<file path="src/rtl/ps2_kbd_mmio_ctrl.sv">
// ps2_kbd_mmio_ctrl
//   PS/2 keyboard receiver with an 8-bit scan-code FIFO and a polled MMIO read port.
//   Each PS/2 frame is deserialised into a scan code and pushed into the FIFO.
//   The CPU reads a status/data word. A selected read that sees ready=1 pops the head,
//   so make/break sequences are delivered in order.
//
// Ports
//   clk_i       system clock
//   reset_i     asynchronous, active-high reset
//   ps2_clk_i   PS/2 clock from the keyboard (asynchronous)
//   ps2_data_i  PS/2 data from the keyboard (asynchronous)
//   addr_i      CPU data address; addr_i[31:28]==BASE_HI selects this block
//   rd_en_i     CPU load strobe for the current cycle
//   rdata_o     {22'b0, ovf, ready, code[7:0]} when selected, otherwise 0
//   irq_o       registered FIFO-non-empty flag
//
// Build option
//   PS2_PARITY_CHECK_EN  when defined, a frame is accepted only if data+parity has odd parity.
//                        When undefined, only the start and stop bits qualify a frame.
//
// state  | meaning
// IDLE   | waiting for a start bit (data=0 on a PS/2 falling edge)
// DATA   | shifting in 8 data bits, LSB first
// PARITY | capturing the parity bit
// STOP   | checking the stop bit; a good frame is pushed here

module ps2_kbd_mmio_ctrl #(
   parameter int         FIFO_AW     = 3,
   parameter int         TIMEOUT_CYC = 50000,
   parameter logic [3:0] BASE_HI     = 4'hA
) (
   input  logic        clk_i,
   input  logic        reset_i,
   input  logic        ps2_clk_i,
   input  logic        ps2_data_i,
   input  logic [31:0] addr_i,
   input  logic        rd_en_i,
   output logic [31:0] rdata_o,
   output logic        irq_o
);

   localparam int DEPTH = 1 << FIFO_AW;
   localparam int TW    = $clog2(TIMEOUT_CYC + 1);

   typedef enum logic [1:0] {
      S_IDLE,
      S_DATA,
      S_PARITY,
      S_STOP
   } state_e;

   // Synchronisers; the clock gets a third flop so the edge detect works on settled values.
   logic clk_s1_q, clk_s2_q, clk_s3_q;
   logic dat_s1_q, dat_s2_q;

   always_ff @(posedge clk_i or posedge reset_i) begin
      if (reset_i) begin
         clk_s1_q <= 1'b1;
         clk_s2_q <= 1'b1;
         clk_s3_q <= 1'b1;
         dat_s1_q <= 1'b1;
         dat_s2_q <= 1'b1;
      end else begin
         clk_s1_q <= ps2_clk_i;
         clk_s2_q <= clk_s1_q;
         clk_s3_q <= clk_s2_q;
         dat_s1_q <= ps2_data_i;
         dat_s2_q <= dat_s1_q;
      end
   end

   logic ps2_fall;
   logic bit_in;
   assign ps2_fall = clk_s3_q & ~clk_s2_q;
   assign bit_in   = dat_s2_q;

   // Receive FSM
   state_e          state_q, state_d;
   logic [2:0]      bit_cnt_q, bit_cnt_d;
   logic [7:0]      shift_q, shift_d;
   logic [TW-1:0]   timer_q, timer_d;
   logic            parity_ok;
   logic            push_req;

`ifdef PS2_PARITY_CHECK_EN
   logic par_q, par_d;
   assign parity_ok = ^{shift_q, par_q};
`else
   assign parity_ok = 1'b1;
`endif

   always_ff @(posedge clk_i or posedge reset_i) begin
      if (reset_i) begin
         state_q   <= S_IDLE;
         bit_cnt_q <= '0;
         shift_q   <= '0;
         timer_q   <= '0;
`ifdef PS2_PARITY_CHECK_EN
         par_q     <= 1'b0;
`endif
      end else begin
         state_q   <= state_d;
         bit_cnt_q <= bit_cnt_d;
         shift_q   <= shift_d;
         timer_q   <= timer_d;
`ifdef PS2_PARITY_CHECK_EN
         par_q     <= par_d;
`endif
      end
   end

   always_comb begin
      state_d   = state_q;
      bit_cnt_d = bit_cnt_q;
      shift_d   = shift_q;
      timer_d   = timer_q;
      push_req  = 1'b0;
`ifdef PS2_PARITY_CHECK_EN
      par_d     = par_q;
`endif
      if (ps2_fall) begin
         // Every edge restarts the inactivity window.
         timer_d = TW'(TIMEOUT_CYC - 1);
         case (state_q)
            S_IDLE: begin
               if (!bit_in) begin
                  state_d   = S_DATA;
                  bit_cnt_d = 3'd0;
               end
            end
            S_DATA: begin
               shift_d   = {bit_in, shift_q[7:1]};
               bit_cnt_d = bit_cnt_q + 3'd1;
               if (bit_cnt_q == 3'd7) state_d = S_PARITY;
            end
            S_PARITY: begin
`ifdef PS2_PARITY_CHECK_EN
               par_d   = bit_in;
`endif
               state_d = S_STOP;
            end
            S_STOP: begin
               push_req = bit_in & parity_ok;
               state_d  = S_IDLE;
            end
            default: state_d = S_IDLE;
         endcase
      end else if (state_q != S_IDLE) begin
         // Terminal count abandons a stalled partial frame.
         if (timer_q == '0) state_d = S_IDLE;
         else               timer_d = timer_q - 1'b1;
      end
   end

   // FIFO and CPU port
   logic [7:0]         mem_q [DEPTH];
   logic [FIFO_AW-1:0] wr_ptr_q, wr_ptr_d;
   logic [FIFO_AW-1:0] rd_ptr_q, rd_ptr_d;
   logic [FIFO_AW:0]   count_q, count_d;
   logic               ovf_q, ovf_d;
   logic               irq_q;

   logic       sel, empty, full, pop, push, drop;
   logic [7:0] head;
   logic       unused_addr;

   assign unused_addr = ^addr_i[27:0];

   assign sel   = (addr_i[31:28] == BASE_HI);
   assign empty = (count_q == '0);
   // count never exceeds DEPTH, so its MSB alone marks full.
   assign full  = count_q[FIFO_AW];
   assign pop   = sel & rd_en_i & ~empty;
   // A simultaneous pop frees a slot, so a push into a full FIFO still lands.
   assign push  = push_req & (~full | pop);
   assign drop  = push_req & full & ~pop;
   assign head  = empty ? 8'h00 : mem_q[rd_ptr_q];

   assign rdata_o = sel ? {22'b0, ovf_q, ~empty, head} : 32'b0;
   assign irq_o   = irq_q;

   always_comb begin
      wr_ptr_d = wr_ptr_q;
      rd_ptr_d = rd_ptr_q;
      count_d  = count_q;
      ovf_d    = ovf_q;
      if (push) wr_ptr_d = wr_ptr_q + 1'b1;
      if (pop)  rd_ptr_d = rd_ptr_q + 1'b1;
      case ({push, pop})
         2'b10:   count_d = count_q + 1'b1;
         2'b01:   count_d = count_q - 1'b1;
         default: count_d = count_q;
      endcase
      if (drop)                ovf_d = 1'b1;
      else if (sel & rd_en_i)  ovf_d = 1'b0;
   end

   always_ff @(posedge clk_i or posedge reset_i) begin
      if (reset_i) begin
         wr_ptr_q <= '0;
         rd_ptr_q <= '0;
         count_q  <= '0;
         ovf_q    <= 1'b0;
         irq_q    <= 1'b0;
      end else begin
         wr_ptr_q <= wr_ptr_d;
         rd_ptr_q <= rd_ptr_d;
         count_q  <= count_d;
         ovf_q    <= ovf_d;
         irq_q    <= ~empty;
      end
   end

   always_ff @(posedge clk_i or posedge reset_i) begin
      if (reset_i) begin
         for (int i = 0; i < DEPTH; i++) mem_q[i] <= 8'h00;
      end else if (push) begin
         mem_q[wr_ptr_q] <= shift_q;
      end
   end

endmodule

</file>
<file path="config.mk">
export PLATFORM = sky130hd
export DESIGN_NAME = ps2_kbd_mmio_ctrl
export DESIGN_NICKNAME = d
export VERILOG_FILES = /design/src/rtl/ps2_kbd_mmio_ctrl.sv
export SDC_FILE = /design/constraint.sdc
export NUM_CORES = 1
export LEC_CHECK = 0
export ABC_AREA = 1
export BUFFER_PORTS_ARGS = -buffer_cell sky130_fd_sc_hd__buf_4
export CORE_UTILIZATION = 44
export CTS_CLUSTER_SIZE = 10
export DETAILED_ROUTE_END_ITERATION = 6
export PLACE_DENSITY = 0.63
export RECOVER_POWER = 50
export SETUP_SLACK_MARGIN = 0.3
export SYNTH_ARGS = -nofsm -noshare
export SYNTH_HDL_FRONTEND = slang
export SYNTH_SLANG_ARGS = --single-unit
</file>
<file path="constraint.sdc">
create_clock -name clk_i -period 3.5 [get_ports clk_i]
set_clock_uncertainty 0.2 [all_clocks]
set_input_delay 0.7 -clock clk_i [delete_from_list [all_inputs] [get_ports clk_i]]
set_output_delay 0.7 -clock clk_i [all_outputs]
set_load 0.02 [all_outputs]
</file>
==> results.cfg <==
[status]
status = complete, no violations

[clock_network]
cts_tree = done
cts_htree_levels = 3
cts_made_buffers = 9
clock-root-buffer = clkbuf_16
cts_hold_buf = 0
postCtsSetupBuffers = 0
cts_num_sinks = 110
ctsResizeCount = 0
insertion_delay_ns = 0.34
clockBufferDepth = 2
clk_pin_slew_ns = 0.07

[yosys]
synth_top_area_share_pct = 47.0
netlist_top_cells_area = dfrtp_1, o21ai_0, nand2_1
netlist_area_um2 = 5590
yosys.area.top_type = dfrtp_1
ys_types = 27
yosysWarningCount = 0
avgSynthCellArea_um2 = 7.91
yosysSeqAreaShare_pct = 49.4
ys_ff_latch = 110
netlist_instances = 707

[setup_path]
timing.rr.start = clk_s3_q
arrival_ns = 1.96
worst_setup_path_end_kind = output pin
cp.required_ns = 2.60
path_max_fanout = 14
r2r.worst_path.cells = 11
r2r_end = count_q[2]
ff2ff_setup_slack_ns = 0.90
critPathLaunchType = flip-flop
critPathKind = reg2out

[min_path]
hold_path.startpoint = dat_s1_q
min_path_cells = 0
whs_endpoint = bit_in
worstHoldPathType = reg2reg

[detailed_routing]
drtIter0Drc = 363
wl_per_cell_um = 13.4
firstDrtPassIters = 5
antenna_left = 0
vias_per_cell = 5.05
wl_um = 11900
drc = 0
vias = 4502

[layout]
finalNetCount = 771
utilization_pct = 49.5
final_cell_mix = nand2_1, o21ai_0, nor2_1
multiInputGateArea_um2 = 2410
register_area_um2 = 2760
num_antenna_cells = 0
area_growth_pct = 8.10
fillCellCount = 1220
final_common_cell = nand2_1
drive_gt1_share_pct = 6.91

[placed_design]
hpwlAfterDp_um = 7920
dp_slack_ns = 0.474
portBuffers = 19
gp_congestion = 0.851

[run]
cap_viol_max_count = 0

[pwr]
irDropWorstVdd_v = 0.000335
report.power.total_uw = 3860
power_leakage_uw = 0.00288
powerDensity_nw_per_um2 = 639

[timing]
rsz0062_at_grt = no
max_freq_mhz = 350
setup_viol = 0
maxSlewViolCount = 0
period_needed_ns = 2.86
worst_pin_slew_ns = 1.15
post-route-period-util_pct = 81.6
setup_ws_ns = 0.645
whs_ns = 0.162
finalHoldViolations = 0
tns_ns = 0
relSlewSlack_pct = 23.1

[die]
die_y_um = 115
std_cell_rows = 40
pin_count = 70
fp.dieArea_um2 = 13200
start_util_pct = 45.8
core_um2 = 12200
die_w_um = 115

[global_route]
grt_max_degree = 86
overflow = 0
antenna_found_initial = 0
grt_pass1_wl_um = 20500
grt_pass1_vias = 4327
gr-usage-all-layers_pct = 19.9
## per-layer routing
| metal | routed length [um] | share of wire, % | up-vias | GRT usage (%) |
|---|---|---|---|---|
| li1 | - | - | 2263 | - |
| met1 | 5460 | 46 | 2150 | 24.8 |
| met2 | 5900 | 49 | 80 | 34.9 |
| met3 | 452 | 3.8 | 9 | 4.76 |
| met4 | 108 | 0.91 | 0 | 4.94 |
| met5 | 0 | 0 | - | 0 |
## cells in the mapped netlist (all sizes together)
master	count
o21ai	143
nand3b	1
o21bai	2
dfrtp	105
xnor2	2
conb	1
nand2	174
a31oi	1
ha	13
clkbuf	9
nor3	1
buf	37
a21oi	4
nand3	38
nand4	6
xor2	6
dfstp	5
o211ai	3
nor2	108
inv	48
## final cells by class
type / instances / area share [%]
clock inverter: 3 / 0.352
clock buffer: 11 / 4.18
tap: 168 / 3.48
inverter: 48 / 3.00
sequential: 110 / 45.7
timing repair buffer: 28 / 3.48
multi-input combinational: 524 / 39.8
## through the flow
step / std cells / area [um^2]
floorplan: 728 / 5670
global placement: 878 / 5780
detailed placement: 878 / 5780
CTS: 892 / 6060
global route: 892 / 6040
finish: 892 / 6040
## state kept, by name (all words and copies together) (netlist names), 2 cells and up
| signal | count |
|---|---|
| state_q | 2 |
| wr_ptr_q | 3 |
| shift_q | 8 |
| count_q | 4 |
| timer_q | 16 |
| mem_q | 64 |
| rd_ptr_q | 3 |
| bit_cnt_q | 3 |
## power breakdown
part | internal, uW | switching [uW] | leakage, uW
Combinational | 426 | 897 | 0.00128
Clock | 514 | 440 | 0.000133
Sequential | 1430 | 154 | 0.00147
Total | 2370 | 1490 | 0.00288
## worst max-delay path, cell delays in order (launching register included)
cell and delay, ns:
dfrtp_1 0.38, inv_1 0.20, buf_4 0.25, nor2_1 0.06, o21ai_0 0.38, nor2_1 0.08
nor2_1 0.11, buf_4 0.15
## worst max-delay path by stage
stage                startpoint    endpoint  slack (ns)
finish              rd_ptr_q[0]  rdata_o[2]        0.64
global route        rd_ptr_q[0]  rdata_o[2]        0.49
CTS                 rd_ptr_q[0]  rdata_o[2]        0.66
detailed placement   addr_i[28]  count_q[2]        0.47
global placement     addr_i[28]  count_q[2]        0.58
floorplan            addr_i[28]  rdata_o[0]        0.58
## logic make-up (layout without fill, tap and decap cells)
family / after synthesis / in the layout / synth area share (%)
compound gates: 153 / 153 / 14.0
xor+xnor: 8 / 8 / 1.25
fa+ha+maj: 13 / 13 / 2.91
buf+inv: 94 / 90 / 8.98
flops: 110 / 110 / 49.4
other cells: 1 / 22 / 0.0671
simple gates: 328 / 328 / 23.4
(Power assumes the default switching activity.)
